==> src/rtl/wavelet_pkg.sv <==
// wavelet_pkg: shared defaults, channel indices and
// stage phase type for the multi-level Haar transform.
package wavelet_pkg;

  localparam int DEF_DATA_W = 8;
  localparam int DEF_LEVELS = 3;
  localparam int DEF_SEL_W  = 8;
  localparam int MAX_LEVELS = 6;
  localparam int CH_RAW     = 0;

  typedef enum logic {
    EVEN = 1'b0,
    ODD  = 1'b1
  } phase_e;

  function automatic int ch_approx(input int levels);
    return levels + 1;
  endfunction

endpackage

==> src/rtl/wavelet_transform_multilevel_if.sv <==
// wavelet_transform_multilevel_if: sample, control
// and multiplexed-output pins of the transform.
interface wavelet_transform_multilevel_if #(
  parameter int DATA_W = 8,
  parameter int SEL_W  = 8
);

  logic              i_data_clk;
  logic [DATA_W-1:0] i_value;
  logic              i_flush;
  logic [SEL_W-1:0]  i_select_output_channel;
  logic [DATA_W-1:0] o_multiplexed_wavelet_out;
  logic              o_valid;
  logic              o_active;

  modport master (
    output i_data_clk,
    output i_value,
    output i_flush,
    output i_select_output_channel,
    input  o_multiplexed_wavelet_out,
    input  o_valid,
    input  o_active
  );

  modport slave (
    input  i_data_clk,
    input  i_value,
    input  i_flush,
    input  i_select_output_channel,
    output o_multiplexed_wavelet_out,
    output o_valid,
    output o_active
  );

endinterface

==> src/rtl/haar_stage.sv <==
// haar_stage: pairs successive samples into a floor
// average and a halved signed difference.
module haar_stage
  import wavelet_pkg::*;
#(
  parameter int DATA_W = DEF_DATA_W
) (
  input  logic              clk,
  input  logic              resetb,
  input  logic              flush,
  input  logic              in_stb,
  input  logic [DATA_W-1:0] in_val,
  output logic [DATA_W-1:0] approx,
  output logic [DATA_W-1:0] detail,
  output logic              approx_stb
);

  phase_e phase_q, phase_d;
  logic [DATA_W-1:0] a_q, a_d;
  logic [DATA_W-1:0] approx_q, approx_d;
  logic [DATA_W-1:0] detail_q, detail_d;
  logic              stb_q, stb_d;

  logic        [DATA_W:0] sum;
  logic signed [DATA_W:0] diff;
  logic signed [DATA_W:0] dsh;

  always_comb begin
    phase_d  = phase_q;
    a_d      = a_q;
    approx_d = approx_q;
    detail_d = detail_q;
    stb_d    = 1'b0;
    sum  = {1'b0, a_q} + {1'b0, in_val};
    diff = $signed({1'b0, in_val}) - $signed({1'b0, a_q});
    dsh  = diff >>> 1;
    if (flush) begin
      phase_d = EVEN;
    end else if (in_stb) begin
      unique case (phase_q)
        EVEN: begin
          a_d     = in_val;
          phase_d = ODD;
        end
        ODD: begin
          approx_d = DATA_W'(sum >> 1);
          detail_d = DATA_W'(dsh);
          stb_d    = 1'b1;
          phase_d  = EVEN;
        end
      endcase
    end
  end

  always_ff @(posedge clk or negedge resetb) begin
    if (!resetb) begin
      phase_q  <= EVEN;
      a_q      <= '0;
      approx_q <= '0;
      detail_q <= '0;
      stb_q    <= 1'b0;
    end else begin
      phase_q  <= phase_d;
      a_q      <= a_d;
      approx_q <= approx_d;
      detail_q <= detail_d;
      stb_q    <= stb_d;
    end
  end

  assign approx     = approx_q;
  assign detail     = detail_q;
  assign approx_stb = stb_q;

endmodule

==> src/rtl/wavelet_transform_multilevel.sv <==
// wavelet_transform_multilevel: strobe synchroniser,
// LEVELS cascaded Haar stages and a registered channel mux.
module wavelet_transform_multilevel
  import wavelet_pkg::*;
#(
  parameter int DATA_W = DEF_DATA_W,
  parameter int LEVELS = DEF_LEVELS,
  parameter int SEL_W  = DEF_SEL_W
) (
  input  logic                          clk,
  input  logic                          resetb,
  wavelet_transform_multilevel_if.slave io
);

  logic [2:0] sync_q, sync_d;
  logic [DATA_W-1:0] out_q, out_d;
  logic              valid_q, valid_d;
  logic              active_q, active_d;

  logic [LEVELS:0]              stb;
  logic [LEVELS:0][DATA_W-1:0] app;
  logic [LEVELS:1][DATA_W-1:0] det;
  logic [LEVELS:1]              stb_raw;

  logic              sel_stb;
  logic [DATA_W-1:0] sel_val;
  logic [SEL_W-1:0]  sel;

  assign sel    = io.i_select_output_channel;
  assign sync_d = {sync_q[1:0], io.i_data_clk};
  // A flush in the same cycle discards the sample.
  assign stb[0] = sync_q[1] & ~sync_q[2] & ~io.i_flush;
  assign app[0] = io.i_value;

  for (genvar k = 1; k <= LEVELS; k++) begin : g_stage
    haar_stage #(
      .DATA_W(DATA_W)
    ) u_stage (
      .clk       (clk),
      .resetb    (resetb),
      .flush     (io.i_flush),
      .in_stb    (stb[k-1]),
      .in_val    (app[k-1]),
      .approx    (app[k]),
      .detail    (det[k]),
      .approx_stb(stb_raw[k])
    );
    assign stb[k] = stb_raw[k] & ~io.i_flush;
  end

  always_comb begin
    sel_stb = 1'b0;
    sel_val = '0;
    if (sel == SEL_W'(CH_RAW)) begin
      sel_stb = stb[0];
      sel_val = app[0];
    end else if (sel == SEL_W'(ch_approx(LEVELS))) begin
      sel_stb = stb[LEVELS];
      sel_val = app[LEVELS];
    end else begin
      for (int k = 1; k <= LEVELS; k++) begin
        if (sel == SEL_W'(k)) begin
          sel_stb = stb[k];
          sel_val = det[k];
        end
      end
    end
  end

  always_comb begin
    out_d    = out_q;
    valid_d  = sel_stb;
    active_d = active_q;
    if (sel_stb) out_d = sel_val;
    if (sel > SEL_W'(ch_approx(LEVELS))) out_d = '0;
    if (io.i_flush) active_d = 1'b0;
    else if (stb[LEVELS]) active_d = 1'b1;
  end

  always_ff @(posedge clk or negedge resetb) begin
    if (!resetb) begin
      sync_q   <= '0;
      out_q    <= '0;
      valid_q  <= 1'b0;
      active_q <= 1'b0;
    end else begin
      sync_q   <= sync_d;
      out_q    <= out_d;
      valid_q  <= valid_d;
      active_q <= active_d;
    end
  end

  assign io.o_multiplexed_wavelet_out = out_q;
  assign io.o_valid                   = valid_q;
  assign io.o_active                  = active_q;

endmodule

==> src/flat_wrapper.sv <==
// flat-port wrapper written by rule: the top's interface ports become plain ports
module wavelet_transform_multilevel_flat import wavelet_pkg::*;
#(
  parameter int DATA_W = DEF_DATA_W,
  parameter int LEVELS = DEF_LEVELS,
  parameter int SEL_W  = DEF_SEL_W
)
  (clk, resetb, io_i_data_clk, io_i_value, io_i_flush, io_i_select_output_channel, io_o_multiplexed_wavelet_out, io_o_valid, io_o_active);
  wavelet_transform_multilevel_if #(.DATA_W(DATA_W), .SEL_W(SEL_W)) io_i ();
  input  logic clk;
  input  logic resetb;
  input wire logic [$bits(io_i.i_data_clk)-1:0] io_i_data_clk;
  input wire logic [$bits(io_i.i_value)-1:0] io_i_value;
  input wire logic [$bits(io_i.i_flush)-1:0] io_i_flush;
  input wire logic [$bits(io_i.i_select_output_channel)-1:0] io_i_select_output_channel;
  output wire logic [$bits(io_i.o_multiplexed_wavelet_out)-1:0] io_o_multiplexed_wavelet_out;
  output wire logic [$bits(io_i.o_valid)-1:0] io_o_valid;
  output wire logic [$bits(io_i.o_active)-1:0] io_o_active;
  assign io_i.i_data_clk = io_i_data_clk;
  assign io_i.i_value = io_i_value;
  assign io_i.i_flush = io_i_flush;
  assign io_i.i_select_output_channel = io_i_select_output_channel;
  assign io_o_multiplexed_wavelet_out = io_i.o_multiplexed_wavelet_out;
  assign io_o_valid = io_i.o_valid;
  assign io_o_active = io_i.o_active;
  wavelet_transform_multilevel #(.DATA_W(DATA_W), .LEVELS(LEVELS), .SEL_W(SEL_W)) u_core (.clk(clk), .resetb(resetb), .io(io_i));
endmodule
==> config.mk <==
export PLATFORM = sky130hd
export DESIGN_NAME = wavelet_transform_multilevel_flat
export DESIGN_NICKNAME = d
export VERILOG_FILES = /design/src/rtl/wavelet_pkg.sv /design/src/rtl/wavelet_transform_multilevel_if.sv /design/src/rtl/haar_stage.sv /design/src/rtl/wavelet_transform_multilevel.sv /design/src/flat_wrapper.sv
export SDC_FILE = /design/constraint.sdc
export NUM_CORES = 1
export LEC_CHECK = 0
export BUFFER_PORTS_ARGS = -buffer_cell sky130_fd_sc_hd__buf_2
export CORE_ASPECT_RATIO = 0.5
export CORE_MARGIN = 10
export CORE_UTILIZATION = 55
export DETAILED_ROUTE_END_ITERATION = 10
export GPL_TIMING_DRIVEN = 0
export PLACE_DENSITY_LB_ADDON = 0.08
export SLEW_MARGIN = 30
export SYNTH_ARGS = -nofsm -noshare
export SYNTH_HDL_FRONTEND = slang
export SYNTH_HIERARCHICAL = 1
export SYNTH_SLANG_ARGS = --single-unit
==> constraint.sdc <==
create_clock -name clk -period 2.3 [get_ports clk]
set_input_delay 0.69 -clock clk [delete_from_list [all_inputs] [get_ports clk]]
set_output_delay 0.69 -clock clk [all_outputs]
set_load 0.02 [all_outputs]
==> impl_results.html, run 1 <==
<table>
<tr><th>Metric</th><th>Value</th></tr>
<tr><th colspan="2">Status</th></tr>
<tr><td>Outcome</td><td>completed</td></tr>
<tr><th colspan="2">Logic synthesis</th></tr>
<tr><td>Share of flip-flops with an asynchronous set or reset after synthesis</td><td>1.00</td></tr>
<tr><td>Mapped cell area</td><td>roughly 6000 um^2</td></tr>
<tr><td>Warnings from Yosys</td><td>6</td></tr>
<tr><td>Proportion of synthesized chip area in sequential cells</td><td>0.386</td></tr>
<tr><td>Synthesized Nets</td><td>just under 700</td></tr>
<tr><td>Number of standard cells after synthesis</td><td>slightly above 600</td></tr>
<tr><td>Number of distinct library cell variants in the gate-level netlist after synthesis</td><td>52</td></tr>
<tr><td>Average cell area after synthesis</td><td>9.50 um^2</td></tr>
<tr><td>Register bit total from synthesis</td><td>91</td></tr>
<tr><td>Number of enable flip-flop cells after synthesis</td><td>0</td></tr>
<tr><td>Prevailing post-synth register cell</td><td>sky130_fd_sc_hd__dfrtp_1</td></tr>
<tr><th colspan="2">Critical path</th></tr>
<tr><td>Kind of start point of the critical path</td><td>primary input</td></tr>
<tr><td>Critical path data arrival time</td><td>2.29 ns</td></tr>
<tr><td>Capturing element type of the critical path</td><td>flip-flop</td></tr>
<tr><td>Worst setup path category</td><td>primary input to flip-flop</td></tr>
<tr><td>Endpoint required time on the critical path</td><td>around 2.5 ns</td></tr>
<tr><td>Max FO, Critical Path</td><td>16</td></tr>
<tr><th colspan="2">Placed design</th></tr>
<tr><td>Cell area after placement</td><td>6240 um^2</td></tr>
<tr><td>Gp weighted congestion</td><td>roughly 0.86</td></tr>
<tr><td>Estimated wirelength of the detail-placed design</td><td>approximately 10000 um</td></tr>
<tr><td>Number of buffer cells added on primary ports</td><td>27</td></tr>
<tr><th colspan="2">Drt</th></tr>
<tr><td>Detailed-route wire length per cell</td><td>16.8 um</td></tr>
<tr><td># DRC</td><td>0</td></tr>
<tr><td>Total wirelength of the detailed-routed design</td><td>13500 um</td></tr>
<tr><td>Violation count after the first detailed-routing iteration</td><td>just over 300</td></tr>
<tr><td>Via density</td><td>5.41</td></tr>
<tr><td>Overall via count from detail_route</td><td>4346</td></tr>
<tr><td>Count of nets left with antenna violations after detail routing</td><td>0</td></tr>
<tr><td>First-pass iteration count of the detailed router</td><td>4</td></tr>
<tr><th colspan="2">Die</th></tr>
<tr><td>Effective utilization at floorplan</td><td>0.570</td></tr>
<tr><td>Core region area</td><td>about 10000 um^2</td></tr>
<tr><td>Die Width</td><td>166 um</td></tr>
<tr><td>Vertical die dimension</td><td>between 90 and 100 um</td></tr>
<tr><td>Die ar.</td><td>15500 um^2</td></tr>
<tr><td>Row Count</td><td>26</td></tr>
<tr><td>Io pins</td><td>30</td></tr>
<tr><th colspan="2">Power</th></tr>
<tr><td>Leakage</td><td>3.07 nW</td></tr>
<tr><td>Areal power density over the cells</td><td>just under 700 nW/um^2</td></tr>
<tr><td>Max IR drop VDD</td><td>0.414 mV</td></tr>
<tr><th colspan="2">Timing</th></tr>
<tr><td>Slew at the pin with the worst max-slew slack</td><td>0.512 ns</td></tr>
<tr><td>Worst relative slew slack</td><td>0.658</td></tr>
<tr><td>Part of the cycle the worst path needs</td><td>0.908</td></tr>
<tr><td>RSZ-0062 raised after global routing</td><td>no</td></tr>
<tr><td>Number of max-slew violations in the final report</td><td>0</td></tr>
<tr><td>Count of endpoints failing hold in the final timing report</td><td>0</td></tr>
<tr><td>Highest clock frequency the design can meet</td><td>approximately 480 MHz</td></tr>
<tr><td>Summed negative setup slack over all endpoints</td><td>0 ns</td></tr>
<tr><td>Period minus WS final</td><td>around 2.1 ns</td></tr>
<tr><td>Final setup viols</td><td>0</td></tr>
<tr><td>Final setup skew</td><td>0.00648 ns</td></tr>
<tr><th colspan="2">Clock tree</th></tr>
<tr><td>Clock tree from TritonCTS</td><td>built</td></tr>
<tr><td>Post-CTS resize count</td><td>1</td></tr>
<tr><td>Clock sink count</td><td>91</td></tr>
<tr><td>Worst-path clk slew</td><td>0.07 ns</td></tr>
<tr><td>Worst-case clock buffer depth</td><td>2</td></tr>
<tr><td>Post-CTS setup repair buffer count</td><td>0</td></tr>
<tr><td>TritonCTS Buffers</td><td>9</td></tr>
<tr><td>Number of levels the H-tree was split into</td><td>3</td></tr>
<tr><td>Cell at the root of the clock tree</td><td>sky130_fd_sc_hd__clkbuf_16</td></tr>
<tr><td>Clock Latency Late Sink</td><td>0.34 ns</td></tr>
<tr><td>Cts-stage hold buffer count</td><td>0</td></tr>
<tr><th colspan="2">Layout</th></tr>
<tr><td>Total Nets Final</td><td>728</td></tr>
<tr><td>Area growth from synthesis to layout</td><td>10.9%</td></tr>
<tr><td>Post-Layout Inst Area</td><td>roughly 6500 um^2</td></tr>
<tr><td>Number of inserted diodes</td><td>0</td></tr>
<tr><td>Ratio of cells with drive above 1 in the final layout</td><td>0.157</td></tr>
<tr><th colspan="2">Min path</th></tr>
<tr><td>Worst min path class</td><td>primary input to async pin</td></tr>
<tr><th colspan="2">Global routing</th></tr>
<tr><td>Antenna violations before repair</td><td>0</td></tr>
<tr><td>Wire length of the first global-routing pass</td><td>~22000 um</td></tr>
<tr><td>Global-route usage over all layers</td><td>0.177</td></tr>
<tr><td>Vias in the first global route</td><td>between 4000 and 5000</td></tr>
<tr><td>Largest net degree at the start of global routing</td><td>just under 70</td></tr>
<tr><td>Total global routing overflow</td><td>0</td></tr>
<tr><th colspan="2">Flow run</th></tr>
<tr><td>Number of max-cap violations</td><td>0</td></tr>
</table>
-- routing by layer --
metal	track usage	up-vias	share of wire
met5	0	-	0
met4	0.0334	0	0.0052
met3	0.0397	7	0.045
met2	0.285	63	0.45
met1	0.242	2083	0.50
li1	-	2193	-
-- cell type report --
class	count	area, um^2
fill	889	3800
multi-input combinational	452	3280
sequential	91	2280
clock buffer	10	239
buffer	31	180
inverter	47	176
tap	140	175
timing repair buffer	28	169
clock inverter	4	51.3
-- stage by stage --
step / std cells / setup slack [ns] / total power, W / utilization / hold WS [ns]
2_1_floorplan: 621 / 0.254 / 0.00279 / - / 0.331
3_3_place_gp: 788 / -0.410 / 0.00305 / 0.600 / 0.334
3_5_place_dp: 789 / -0.526 / 0.00309 / 0.604 / 0.350
4_1_cts: 803 / 0.105 / 0.00459 / 0.632 / 0.196
5_1_grt: 803 / 0.0225 / 0.00481 / 0.633 / 0.200
6_report: 803 / 0.212 / 0.00455 / 0.633 / 0.196
-- flip-flops by register name (all words and copies together), names as in the netlist --
register / count
u_core/io.o_active: 1
u_core/g_stage.u_stage/detail: 24
u_core/g_stage.u_stage/approx: 24
u_core/g_stage.u_stage/a_q: 24
u_core/io.o_multiplexed_wavelet_out: 8
u_core/g_stage.u_stage/phase_q: 3
u_core/io.o_valid: 1
u_core/sync_q: 3
u_core/g_stage.u_stage/approx_stb: 3
-- Yosys cell counts, types with 6 or more instances --
| library cell | n | share of area |
|---|---|---|
| sky130_fd_sc_hd__o21ai_0 | 28 | 0.024 |
| sky130_fd_sc_hd__o22ai_1 | 7 | 0.0074 |
| sky130_fd_sc_hd__o21ai_1 | 51 | 0.043 |
| sky130_fd_sc_hd__nor3_1 | 6 | 0.0051 |
| sky130_fd_sc_hd__a21oi_1 | 16 | 0.014 |
| sky130_fd_sc_hd__inv_1 | 44 | 0.028 |
| sky130_fd_sc_hd__a221o_1 | 6 | 0.010 |
| sky130_fd_sc_hd__buf_4 | 8 | 0.010 |
| sky130_fd_sc_hd__and2_1 | 7 | 0.0074 |
| sky130_fd_sc_hd__nor2_1 | 36 | 0.023 |
| sky130_fd_sc_hd__nand2b_1 | 6 | 0.0064 |
| sky130_fd_sc_hd__xnor2_1 | 18 | 0.027 |
| sky130_fd_sc_hd__mux2i_1 | 26 | 0.044 |
| sky130_fd_sc_hd__nor3b_1 | 8 | 0.010 |
| sky130_fd_sc_hd__nand2_1 | 95 | 0.060 |
| sky130_fd_sc_hd__ha_1 | 42 | 0.089 |
| sky130_fd_sc_hd__nor2b_1 | 10 | 0.011 |
| sky130_fd_sc_hd__dfrtp_1 | 91 | 0.39 |
| sky130_fd_sc_hd__o31ai_2 | 6 | 0.013 |
| sky130_fd_sc_hd__buf_2 | 9 | 0.0076 |
| sky130_fd_sc_hd__fa_1 | 6 | 0.020 |
| sky130_fd_sc_hd__clkbuf_1 | 11 | 0.0070 |
| sky130_fd_sc_hd__nand3_1 | 6 | 0.0051 |
| sky130_fd_sc_hd__xor2_1 | 9 | 0.013 |
-- cell usage in the layout, fill, tap and decap left out, types with 4 or more instances in the layout --
cell and n:
sky130_fd_sc_hd__o21a_1 4, sky130_fd_sc_hd__buf_6 4, sky130_fd_sc_hd__o21ai_0 28, sky130_fd_sc_hd__xnor2_1 18, sky130_fd_sc_hd__clkbuf_1 11, sky130_fd_sc_hd__buf_2 35
sky130_fd_sc_hd__xor2_1 9, sky130_fd_sc_hd__clkbuf_16 9, sky130_fd_sc_hd__o22ai_1 7, sky130_fd_sc_hd__nor2_2 4, sky130_fd_sc_hd__a221o_1 6, sky130_fd_sc_hd__nand2_1 95
sky130_fd_sc_hd__nand3_1 6, sky130_fd_sc_hd__nand2b_1 6, sky130_fd_sc_hd__nor2_1 36, sky130_fd_sc_hd__ha_1 42, sky130_fd_sc_hd__mux2i_1 26, sky130_fd_sc_hd__dfrtp_1 91
sky130_fd_sc_hd__fa_1 6, sky130_fd_sc_hd__inv_1 44, sky130_fd_sc_hd__o21ai_1 51, sky130_fd_sc_hd__nor3_1 6, sky130_fd_sc_hd__o211ai_1 4, sky130_fd_sc_hd__nand3b_1 4
sky130_fd_sc_hd__nor3b_1 7, sky130_fd_sc_hd__nor2b_1 10, sky130_fd_sc_hd__buf_4 8, sky130_fd_sc_hd__a21oi_1 16, sky130_fd_sc_hd__and2_1 7, sky130_fd_sc_hd__o31ai_2 6
-- cell families (layout without fill, tap and decap cells) --
kind of cell / after synthesis / in the layout / share of synthesized area
multiplexers: 29 / 29 / 0.0498
adder cells (fa/ha/maj): 48 / 48 / 0.109
XOR/XNOR: 27 / 27 / 0.0401
AO/OA/AOI/OAI: 149 / 149 / 0.188
AND/OR/NAND/NOR: 199 / 199 / 0.167
flip-flops: 91 / 91 / 0.386
buffers and inverters: 78 / 120 / 0.0604
-- final timing paths --
kind                                                          start                                   to  slack [ns]  cells after the start
max in group asynchronous                                    resetb     u_core/g_stage[2].u_stage/a_q[1]        1.48                      2
worst min-delay path                                         resetb                    u_core/io.o_valid        0.20                      1
min in group clk                                   u_core/sync_q[0]                     u_core/sync_q[1]        0.36                      0
worst max register to register  u_core/g_stage[2].u_stage/approx[1]  u_core/g_stage[3].u_stage/detail[7]        0.26                      7
worst max-delay path                                     io_i_flush     u_core/g_stage[1].u_stage/a_q[5]        0.21                      5
worst min register to register                     u_core/sync_q[0]                     u_core/sync_q[1]        0.36                      0
-- critical path: stages --
cell and delay [ns]:
sky130_fd_sc_hd__buf_2 0.21, sky130_fd_sc_hd__nor3b_2 0.43, sky130_fd_sc_hd__nor3b_4 0.43, sky130_fd_sc_hd__clkbuf_1 0.37, sky130_fd_sc_hd__o21ai_0 0.16
-- report_power, final --
part	internal, W	switching, W	total (W)	leakage (nW)
combinational	0.000518	0.000719	0.00124	1.75
sequential	0.00171	0.000116	0.00183	1.17
clock	0.000862	0.000623	0.00148	0.141
(Power assumes the default switching activity.)
==> run 2: changes to the inputs <==
- CORE_UTILIZATION: 55 -> 40
==> impl_results.html, run 2 (same netlist as run 1, synthesis figures left out) <==
<table>
<tr><th>Metric</th><th>Value</th></tr>
<tr><th colspan="2">Critical path</th></tr>
<tr><td>Worst R2R Start</td><td>u_core/g_stage[2].u_stage/approx[1]</td></tr>
<tr><td>Worst setup startpoint</td><td>u_core/g_stage[2].u_stage/approx[1]</td></tr>
<tr><td>Critical path data arrival time</td><td>2.28 ns (about the same)</td></tr>
<tr><td>Max FO, Critical Path</td><td>6 (-10)</td></tr>
<tr><td>Capturing element type of the critical path</td><td>flip-flop</td></tr>
<tr><td>Endpoint required time on the critical path</td><td>2.54 ns (+0.04 ns)</td></tr>
<tr><td>Worst setup path category</td><td>flip-flop to flip-flop</td></tr>
<tr><td>Kind of start point of the critical path</td><td>flip-flop</td></tr>
<tr><th colspan="2">Drt</th></tr>
<tr><td>Highest metal used</td><td>met4</td></tr>
<tr><td>Routed met3 length</td><td>359 um (-41%)</td></tr>
<tr><td>Total wirelength of the detailed-routed design</td><td>14400 um (+6.8%)</td></tr>
<tr><td>Count of nets left with antenna violations after detail routing</td><td>0 (unchanged)</td></tr>
<tr><td># DRC</td><td>0 (unchanged)</td></tr>
<tr><td>Total routed wire length on the met1 layer</td><td>7930 um (+17%)</td></tr>
<tr><td>Overall via count from detail_route</td><td>4319 (-0.62%)</td></tr>
<tr><td>Routed met2 length</td><td>6040 um (-0.28%)</td></tr>
<tr><td>Violation count after the first detailed-routing iteration</td><td>223 (-27%)</td></tr>
<tr><td>Detailed-route wire length per cell</td><td>16.7 um (-0.63%)</td></tr>
<tr><td>Via density</td><td>5.00 (-7.5%)</td></tr>
<tr><td>First-pass iteration count of the detailed router</td><td>4 (unchanged)</td></tr>
<tr><th colspan="2">Die</th></tr>
<tr><td>Core region area</td><td>14500 um^2 (+40%)</td></tr>
<tr><td>Row Count</td><td>31 (+19%)</td></tr>
<tr><td>Vertical die dimension</td><td>106 um (+14%)</td></tr>
<tr><td>Die ar.</td><td>20300 um^2 (+31%)</td></tr>
<tr><td>Effective utilization at floorplan</td><td>0.408 (-0.163)</td></tr>
<tr><td>Io pins</td><td>30 (unchanged)</td></tr>
<tr><td>Die Width</td><td>192 um (+15%)</td></tr>
<tr><th colspan="2">Clock tree</th></tr>
<tr><td>Clock tree from TritonCTS</td><td>built</td></tr>
<tr><td>Clock sink count</td><td>91 (unchanged)</td></tr>
<tr><td>Clock Latency Late Sink</td><td>0.35 ns (about the same)</td></tr>
<tr><td>Worst-case clock buffer depth</td><td>2 (unchanged)</td></tr>
<tr><td>Number of levels the H-tree was split into</td><td>3 (unchanged)</td></tr>
<tr><td>Worst-path clk slew</td><td>0.07 ns (about the same)</td></tr>
<tr><td>Cell at the root of the clock tree</td><td>sky130_fd_sc_hd__clkbuf_16</td></tr>
<tr><td>TritonCTS Buffers</td><td>9 (unchanged)</td></tr>
<tr><th colspan="2">Status</th></tr>
<tr><td>Outcome</td><td>completed</td></tr>
<tr><th colspan="2">Timing</th></tr>
<tr><td>Worst relative slew slack</td><td>0.674 (+0.0153)</td></tr>
<tr><td>Count of endpoints failing hold in the final timing report</td><td>0 (unchanged)</td></tr>
<tr><td>Period minus WS final</td><td>2.04 ns (-0.0522 ns)</td></tr>
<tr><td>Final setup skew</td><td>0.0109 ns (+0.00437 ns)</td></tr>
<tr><td>Number of max-slew violations in the final report</td><td>0 (unchanged)</td></tr>
<tr><td>Slew at the pin with the worst max-slew slack</td><td>0.489 ns (-0.0229 ns)</td></tr>
<tr><td>Min setup slack post-route</td><td>0.264 ns (+0.0522 ns)</td></tr>
<tr><td>RSZ-0062 raised after global routing</td><td>no</td></tr>
<tr><td>Highest clock frequency the design can meet</td><td>491 MHz (+2.6%)</td></tr>
<tr><td>Final setup viols</td><td>0 (unchanged)</td></tr>
<tr><td>Part of the cycle the worst path needs</td><td>0.885 (-0.0227)</td></tr>
<tr><td>Summed negative setup slack over all endpoints</td><td>0 ns (unchanged)</td></tr>
<tr><td>Hold slack</td><td>0.187 ns (-0.00890 ns)</td></tr>
<tr><th colspan="2">Global routing</th></tr>
<tr><td>Wire length of the first global-routing pass</td><td>24500 um (+9.4%)</td></tr>
<tr><td>Global-route usage over all layers</td><td>0.152 (-0.0252)</td></tr>
<tr><td>Vias in the first global route</td><td>4473 (+2.6%)</td></tr>
<tr><td>Largest net degree at the start of global routing</td><td>68 (-1.4%)</td></tr>
<tr><td>Antenna violations before repair</td><td>0 (unchanged)</td></tr>
<tr><td>Total global routing overflow</td><td>0 (unchanged)</td></tr>
<tr><th colspan="2">Power</th></tr>
<tr><td>Areal power density over the cells</td><td>692 nW/um^2 (-0.45%)</td></tr>
<tr><td>Post-route total power</td><td>0.00458 W (+0.77%)</td></tr>
<tr><td>Max IR drop VDD</td><td>0.310 mV (-25%)</td></tr>
<tr><td>Leakage</td><td>3.07 nW (about the same)</td></tr>
<tr><th colspan="2">Layout</th></tr>
<tr><td>Area growth from synthesis to layout</td><td>12.3%</td></tr>
<tr><td>Most common cell after layout, fill and taps aside</td><td>sky130_fd_sc_hd__nand2_1</td></tr>
<tr><td>Post-Layout Inst Area</td><td>6630 um^2 (+1.2%)</td></tr>
<tr><td>Fill cell instance count of the final layout</td><td>1432 (+61%)</td></tr>
<tr><td>Total Nets Final</td><td>728 (unchanged)</td></tr>
<tr><td>Ratio of cells with drive above 1 in the final layout</td><td>0.161 (+0.00404)</td></tr>
<tr><td>Commonest non-fill, non-tap cells in the layout</td><td>sky130_fd_sc_hd__nand2_1 (95), sky130_fd_sc_hd__dfrtp_1 (91), sky130_fd_sc_hd__o21ai_1 (51)</td></tr>
<tr><td>Number of inserted diodes</td><td>0 (unchanged)</td></tr>
<tr><th colspan="2">Placed design</th></tr>
<tr><td>Cell area after placement</td><td>6320 um^2 (+1.2%)</td></tr>
<tr><td>Gp weighted congestion</td><td>0.797 (-7.0%)</td></tr>
<tr><td>Number of buffer cells added on primary ports</td><td>27 (unchanged)</td></tr>
<tr><td>Estimated wirelength of the detail-placed design</td><td>11300 um (+7.9%)</td></tr>
<tr><td>Worst slack, placed</td><td>-0.598 ns (-0.0720 ns)</td></tr>
<tr><th colspan="2">Flow run</th></tr>
<tr><td>Number of max-cap violations</td><td>0 (unchanged)</td></tr>
<tr><th colspan="2">Min path</th></tr>
<tr><td>Worst min path class</td><td>primary input to async pin</td></tr>
</table>
## run 2: where the power goes
| part | leakage [nW] | total, W | internal [W] | switching [W] |
|---|---|---|---|---|
| logic | 1.76 | 0.00128 | 0.000523 | 0.000752 |
| clock network | 0.141 | 0.00149 | 0.000763 | 0.000723 |
| registers | 1.17 | 0.00182 | 0.00171 | 0.000113 |
## run 2: path summary, 6_finish.rpt
check                      cells past startpoint                                  end  slack [ns]
setup / recovery                               7  u_core/g_stage[3].u_stage/detail[7]        0.26
hold / removal                                 1     u_core/g_stage[1].u_stage/a_q[2]        0.19
setup reg to reg                               7  u_core/g_stage[3].u_stage/detail[7]        0.26
hold reg to reg                                0                     u_core/sync_q[1]        0.36
max in group asynchronous                      2  u_core/g_stage[3].u_stage/detail[1]        1.49
min in group clk                               0                     u_core/sync_q[1]        0.36
## run 2: critical path: stages, from the launching register on
cell	delay (ns)
sky130_fd_sc_hd__dfrtp_1	0.52
sky130_fd_sc_hd__inv_1	0.11
sky130_fd_sc_hd__fa_1	0.48
sky130_fd_sc_hd__nor2b_1	0.21
sky130_fd_sc_hd__o31ai_2	0.11
sky130_fd_sc_hd__a21oi_1	0.21
sky130_fd_sc_hd__o21ai_1	0.10
sky130_fd_sc_hd__a22o_1	0.19
## run 2: timing repair
action / in CTS / in global routing
setup buffers: 0 / 0
resized for setup: 2 / 3
hold buffers: 0 / 0
endpoints found under the setup margin: 7 / 2
## run 2: layer usage
layer  up-vias  GRT usage
met5         -          0
met4         0     0.0316
met3        12     0.0283
met2        29      0.216
met1      2085      0.231
li1       2193          -
## run 2: through the flow
| stage | util | instances |
|---|---|---|
| 5_1_grt | 0.458 | 863 |
| 3_3_place_gp | 0.434 | 846 |
| 6_report | 0.458 | 863 |
| 2_1_floorplan | - | 621 |
| 3_5_place_dp | 0.437 | 847 |
| 4_1_cts | 0.457 | 863 |
## run 2: final cells by class
cell class                      count  area [um^2]  share of cell area
Multi-Input combinational cell    452         3280               0.496
Sequential cell                    91         2280               0.344
Tap cell                          198          248              0.0374
Clock buffer                        9          225              0.0340
Buffer                             31          181              0.0274
Inverter                           47          176              0.0266
Timing Repair Buffer               28          169              0.0255
Clock inverter                      7         65.1             0.00982
